==> src/rtl/lossy_fifo_reader.sv <==
// Overwrite-on-full FIFO with a registered pop output and a saturating drop counter.
// A write into a full buffer advances both pointers, so the oldest word is discarded.
module lossy_fifo_reader #(
   parameter int DATA_WIDTH = 8,
   parameter int DEPTH      = 4,
   parameter int DROP_CNT_W = 16
) (
   input  logic                       clk,
   input  logic                       reset,
   input  logic [DATA_WIDTH-1:0]      din,
   input  logic                       wr,
   input  logic                       rd,
   output logic [DATA_WIDTH-1:0]      dout,
   output logic                       dout_valid,
   output logic                       full,
   output logic                       empty,
   output logic [$clog2(DEPTH+1)-1:0] count,
   output logic                       dropped,
   output logic [DROP_CNT_W-1:0]      drop_count
);

   localparam int PW = $clog2(DEPTH);
   localparam int CW = $clog2(DEPTH+1);

   logic [DATA_WIDTH-1:0] mem_q [DEPTH];
   logic [PW-1:0]         wrPtr_q, wrPtr_d;
   logic [PW-1:0]         rdPtr_q, rdPtr_d;
   logic [CW-1:0]         count_q, count_d;
   logic                  full_q, full_d;
   logic                  empty_q, empty_d;
   logic [DATA_WIDTH-1:0] dout_q, dout_d;
   logic                  doutValid_q, doutValid_d;
   logic                  dropped_q, dropped_d;
   logic [DROP_CNT_W-1:0] dropCount_q, dropCount_d;
   logic                  popOk;

   assign popOk = rd && !empty_q;

   always_comb begin
      wrPtr_d     = wrPtr_q;
      rdPtr_d     = rdPtr_q;
      count_d     = count_q;
      dout_d      = dout_q;
      doutValid_d = 1'b0;
      dropped_d   = 1'b0;
      dropCount_d = dropCount_q;

      if (wr) begin
         wrPtr_d = wrPtr_q + PW'(1);
      end

      if (popOk) begin
         dout_d      = mem_q[rdPtr_q];
         doutValid_d = 1'b1;
         rdPtr_d     = rdPtr_q + PW'(1);
      end

      // A simultaneous write and pop leaves occupancy unchanged, even when full.
      if (wr && !popOk) begin
         if (full_q) begin
            rdPtr_d   = rdPtr_q + PW'(1);
            dropped_d = 1'b1;
            if (dropCount_q != '1) begin
               dropCount_d = dropCount_q + DROP_CNT_W'(1);
            end
         end else begin
            count_d = count_q + CW'(1);
         end
      end else if (!wr && popOk) begin
         count_d = count_q - CW'(1);
      end

      full_d  = (count_d == CW'(DEPTH));
      empty_d = (count_d == '0);
   end

   always_ff @(posedge clk or posedge reset) begin
      if (reset) begin
         for (int i = 0; i < DEPTH; i++) begin
            mem_q[i] <= '0;
         end
         wrPtr_q     <= '0;
         rdPtr_q     <= '0;
         count_q     <= '0;
         full_q      <= 1'b0;
         empty_q     <= 1'b1;
         dout_q      <= '0;
         doutValid_q <= 1'b0;
         dropped_q   <= 1'b0;
         dropCount_q <= '0;
      end else begin
         if (wr) begin
            mem_q[wrPtr_q] <= din;
         end
         wrPtr_q     <= wrPtr_d;
         rdPtr_q     <= rdPtr_d;
         count_q     <= count_d;
         full_q      <= full_d;
         empty_q     <= empty_d;
         dout_q      <= dout_d;
         doutValid_q <= doutValid_d;
         dropped_q   <= dropped_d;
         dropCount_q <= dropCount_d;
      end
   end

   assign dout       = dout_q;
   assign dout_valid = doutValid_q;
   assign full       = full_q;
   assign empty      = empty_q;
   assign count      = count_q;
   assign dropped    = dropped_q;
   assign drop_count = dropCount_q;

endmodule

==> config.mk <==
export PLATFORM = sky130hd
export DESIGN_NAME = lossy_fifo_reader
export DESIGN_NICKNAME = d
export VERILOG_FILES = /design/src/rtl/lossy_fifo_reader.sv
export SDC_FILE = /design/constraint.sdc
export NUM_CORES = 1
export LEC_CHECK = 0
export ABC_AREA = 0
export CORE_ASPECT_RATIO = 1.1
export CORE_MARGIN = 3
export CORE_UTILIZATION = 49
export CTS_CLUSTER_DIAMETER = 100
export DETAILED_ROUTE_END_ITERATION = 8
export GPL_TIMING_DRIVEN = 0
export PLACE_DENSITY_LB_ADDON = 0.1
export SYNTH_ARGS = -nofsm -noshare
export SYNTH_HDL_FRONTEND = slang
export SYNTH_SLANG_ARGS = --single-unit
==> constraint.sdc <==
create_clock -name clk -period 1.9 [get_ports clk]
set_input_delay 0.38 -clock clk [delete_from_list [all_inputs] [get_ports clk]]
set_output_delay 0.38 -clock clk [all_outputs]
set_load 0.005 [all_outputs]
==> flow_metrics.env <==
export IMPL_status="completed"
export IMPL_dp_hpwl_um=4230
export IMPL_final_common_cell="dfrtp_1"
export IMPL_ys_warn_count=0
export IMPL_dr_pass1_iters=4
export IMPL_clk_latency_ns=0.33
export IMPL_synth_seq_cells=67
export IMPL_antenna_cells=0
export IMPL_required_ns=2.17
export IMPL_rrSetupSlack_ns=0.1
export IMPL_fin_util_pct=64.2
export IMPL_clock_skew_ns=0.00691
export IMPL_timing_final_crit_share_pct=94.9
export IMPL_grt_pass1_vias=2058
export IMPL_initial_core_util_pct=52.0
export IMPL_syn_to_final_growth_pct=23.5
export IMPL_start_kind="register"
export IMPL_ys_seq_area_share_pct=54.2
export IMPL_wl_per_cell_um=15.7
export IMPL_pre_cts_slack_ns=-0.168
export IMPL_track_usage_pct=18.5
export IMPL_fp_dieH_um=89.3
export IMPL_relSlewSlack_pct=55.2
export IMPL_fp_coreArea_mm2=0.00595
export IMPL_synth_distinct_cells=43
export IMPL_fill_cells=478
export IMPL_ant_nets=0
export IMPL_die_w_um=81.8
export IMPL_fp_row_count=29
export IMPL_synth_edf_count=0
export IMPL_cts_tree="built"
export IMPL_crit_path_end_kind="register"
export IMPL_final_area_mm2=0.00382
export IMPL_vias=2069
export IMPL_cts_sinks=67
export IMPL_synthesis_area_mm2=0.00309
export IMPL_netlist_instances=246
export IMPL_ir_worst_vdd_mv=0.797
export IMPL_p_per_area_mw_per_mm2=1450
export IMPL_slowest_delay_ns=0.48
export IMPL_drc=0
export IMPL_avgSynthCellArea_um2=12.6
export IMPL_grt_pass1_wl_um=9940
export IMPL_drive_gt1_share_pct=25.3
export IMPL_min_period_ns=1.80
export IMPL_crit_fanout=6
export IMPL_tightest_slew_ns=0.670
export IMPL_synthArstFlopShare_pct=100
export IMPL_cts_made_buffers=9
export IMPL_final_setup_worst_slack_ns=0.0974
export IMPL_nets=318
export IMPL_ctsHoldBuffers=0
export IMPL_drt_initial_drc_count=68
export IMPL_dieArea_mm2=0.00731
export IMPL_numPortBuffers=41
export IMPL_path_cells="inv_2 -> ha_1 -> or4_1 -> a31o_1 -> and3b_1"
export IMPL_rsz0062_at_grt="false"
export IMPL_finalNonFillerCells=381
export IMPL_grt_remaining_overflow=0
export IMPL_place_inst=365
export IMPL_drt_wl_total_um=6000
export IMPL_gp_congestion=0.840
export IMPL_max_cap_viol_count=0
export IMPL_syn_num_nets=265
export IMPL_leakage_nw=1.69
export IMPL_report_power_total_mw=5.52
export IMPL_place_area_mm2=0.00362
export IMPL_hold_viol=0
export IMPL_ios=43
export IMPL_clkTransAtPathRegs_ns=0.07
export IMPL_drt_vias_per_instance=5.43
export IMPL_synthFlopType="dfrtp_1"
export IMPL_critPathSlowestCell="or4_1"
export IMPL_hold_path_class="input pin to async pin"
export IMPL_critPathArrivalTime_ns=2.08
export IMPL_criticalPathCategory="register to register"
export IMPL_htree_levels=3
export IMPL_setup_violations_final=0
export IMPL_grt_max_degree=39
export IMPL_mostFrequentLayoutCells="dfrtp_1 (65), clkdlybuf4s50_1 (41), nand2_1 (39)"
export IMPL_clock_fmax_ghz=0.555
export IMPL_slew_viol_final=0
export IMPL_antenna_found_initial=0
export IMPL_clk_path_buf_depth=2
export IMPL_cts_root_buf="clkbuf_8"
## state kept, by name (all words and copies together) (netlist names)
| register | cells |
|---|---|
| mem_q | 32 |
| drop_count | 16 |
| dout | 8 |
| count | 3 |
| rdPtr_q | 2 |
| wrPtr_q | 2 |
| dout_valid | 1 |
| dropped | 1 |
| empty | 1 |
| full | 1 |
## timing repair
item | in CTS | in global routing
setup buffers | 0 | 0
resized for setup | 0 | 3
setup endpoints to repair | 0 | 6
## cells by family (layout without fill, tap and decap cells)
logic type / count (synthesis) / count (layout) / synth area share (%)
buffers and inverters: 14 / 72 / 2.22
AO/OA/AOI/OAI: 23 / 23 / 5.01
XOR/XNOR: 16 / 16 / 4.53
AND/OR/NAND/NOR: 76 / 76 / 12.6
multiplexers: 43 / 43 / 18.6
flip-flops: 67 / 67 / 54.2
adder cells (fa/ha/maj): 7 / 7 / 2.83
## Yosys cell counts, drive strengths merged (2+ instances only)
cell type	n	share of area, %
dfrtp	66	53
nand2	39	4.7
mux2	35	13
o21ai	9	1.5
xnor2	9	2.5
mux4	8	5.8
ha	7	2.8
xor2	7	2.0
buf	6	1.3
inv	6	0.73
nand3	6	0.97
nor2	6	0.73
and3	5	1.0
a21oi	4	0.65
and2	3	0.61
nand4	3	0.81
nor4	3	1.1
a211oi	2	0.49
clkbuf	2	0.24
nor3	2	0.49
o2111ai	2	0.57
or3	2	0.40
## per-layer routing
layer / part of all wire [%] / track usage (%)
met5: 0 / 0
met1: 44 / 22.3
met2: 51 / 31.4
met4: 2.0 / 8.16
met3: 3.3 / 4.64
## cell type report
cell class              count  area (um2)  share of cell area (%)
plain buffers               8        47.5                    1.24
clock buffers              11         141                    3.70
clock inverters             5        52.6                    1.38
inverters                   6        26.3                   0.688
multi-input cells         165        1350                    35.3
flip-flops and latches     67        1680                    43.9
well taps                  77        96.3                    2.52
repair buffers             42         430                    11.3
## path summary, 6_finish.rpt
path	from	endpoint	cells after the start
min	reset	mem_q[0]	2
max in group asynchronous	reset	drop_count[4]	3
max reg2reg	count[0]	full	5
min in group clk	dout[2]	dout[2]	2
min reg2reg	dout[2]	dout[2]	2
max	count[0]	full	5
## metrics by stage
stage | TNS (ns) | hold slack, ns
detailed placement | -1.40 | 0.466
global route | 0 | 0.503
global placement | -4.24 | 0.462
finish | 0 | 0.480
CTS | 0 | 0.481
floorplan | 0 | 0.470
## where the power goes
group / internal [mW] / leakage (nW) / switching (mW)
Combinational: 1.21 / 0.761 / 0.795
Sequential: 2.02 / 0.827 / 0.345
Clock: 0.636 / 0.0991 / 0.526
## critical path: cells and delay by family (launching register included)
family,cells,cell delay [ns]
AOI/OAI and AO/OA,1,0.25
adders and majority gates,1,0.33
buffers and inverters,1,0.05
DFF,1,0.43
and+or+nand+nor,2,0.68
Power figures use the tool's default switching activity.
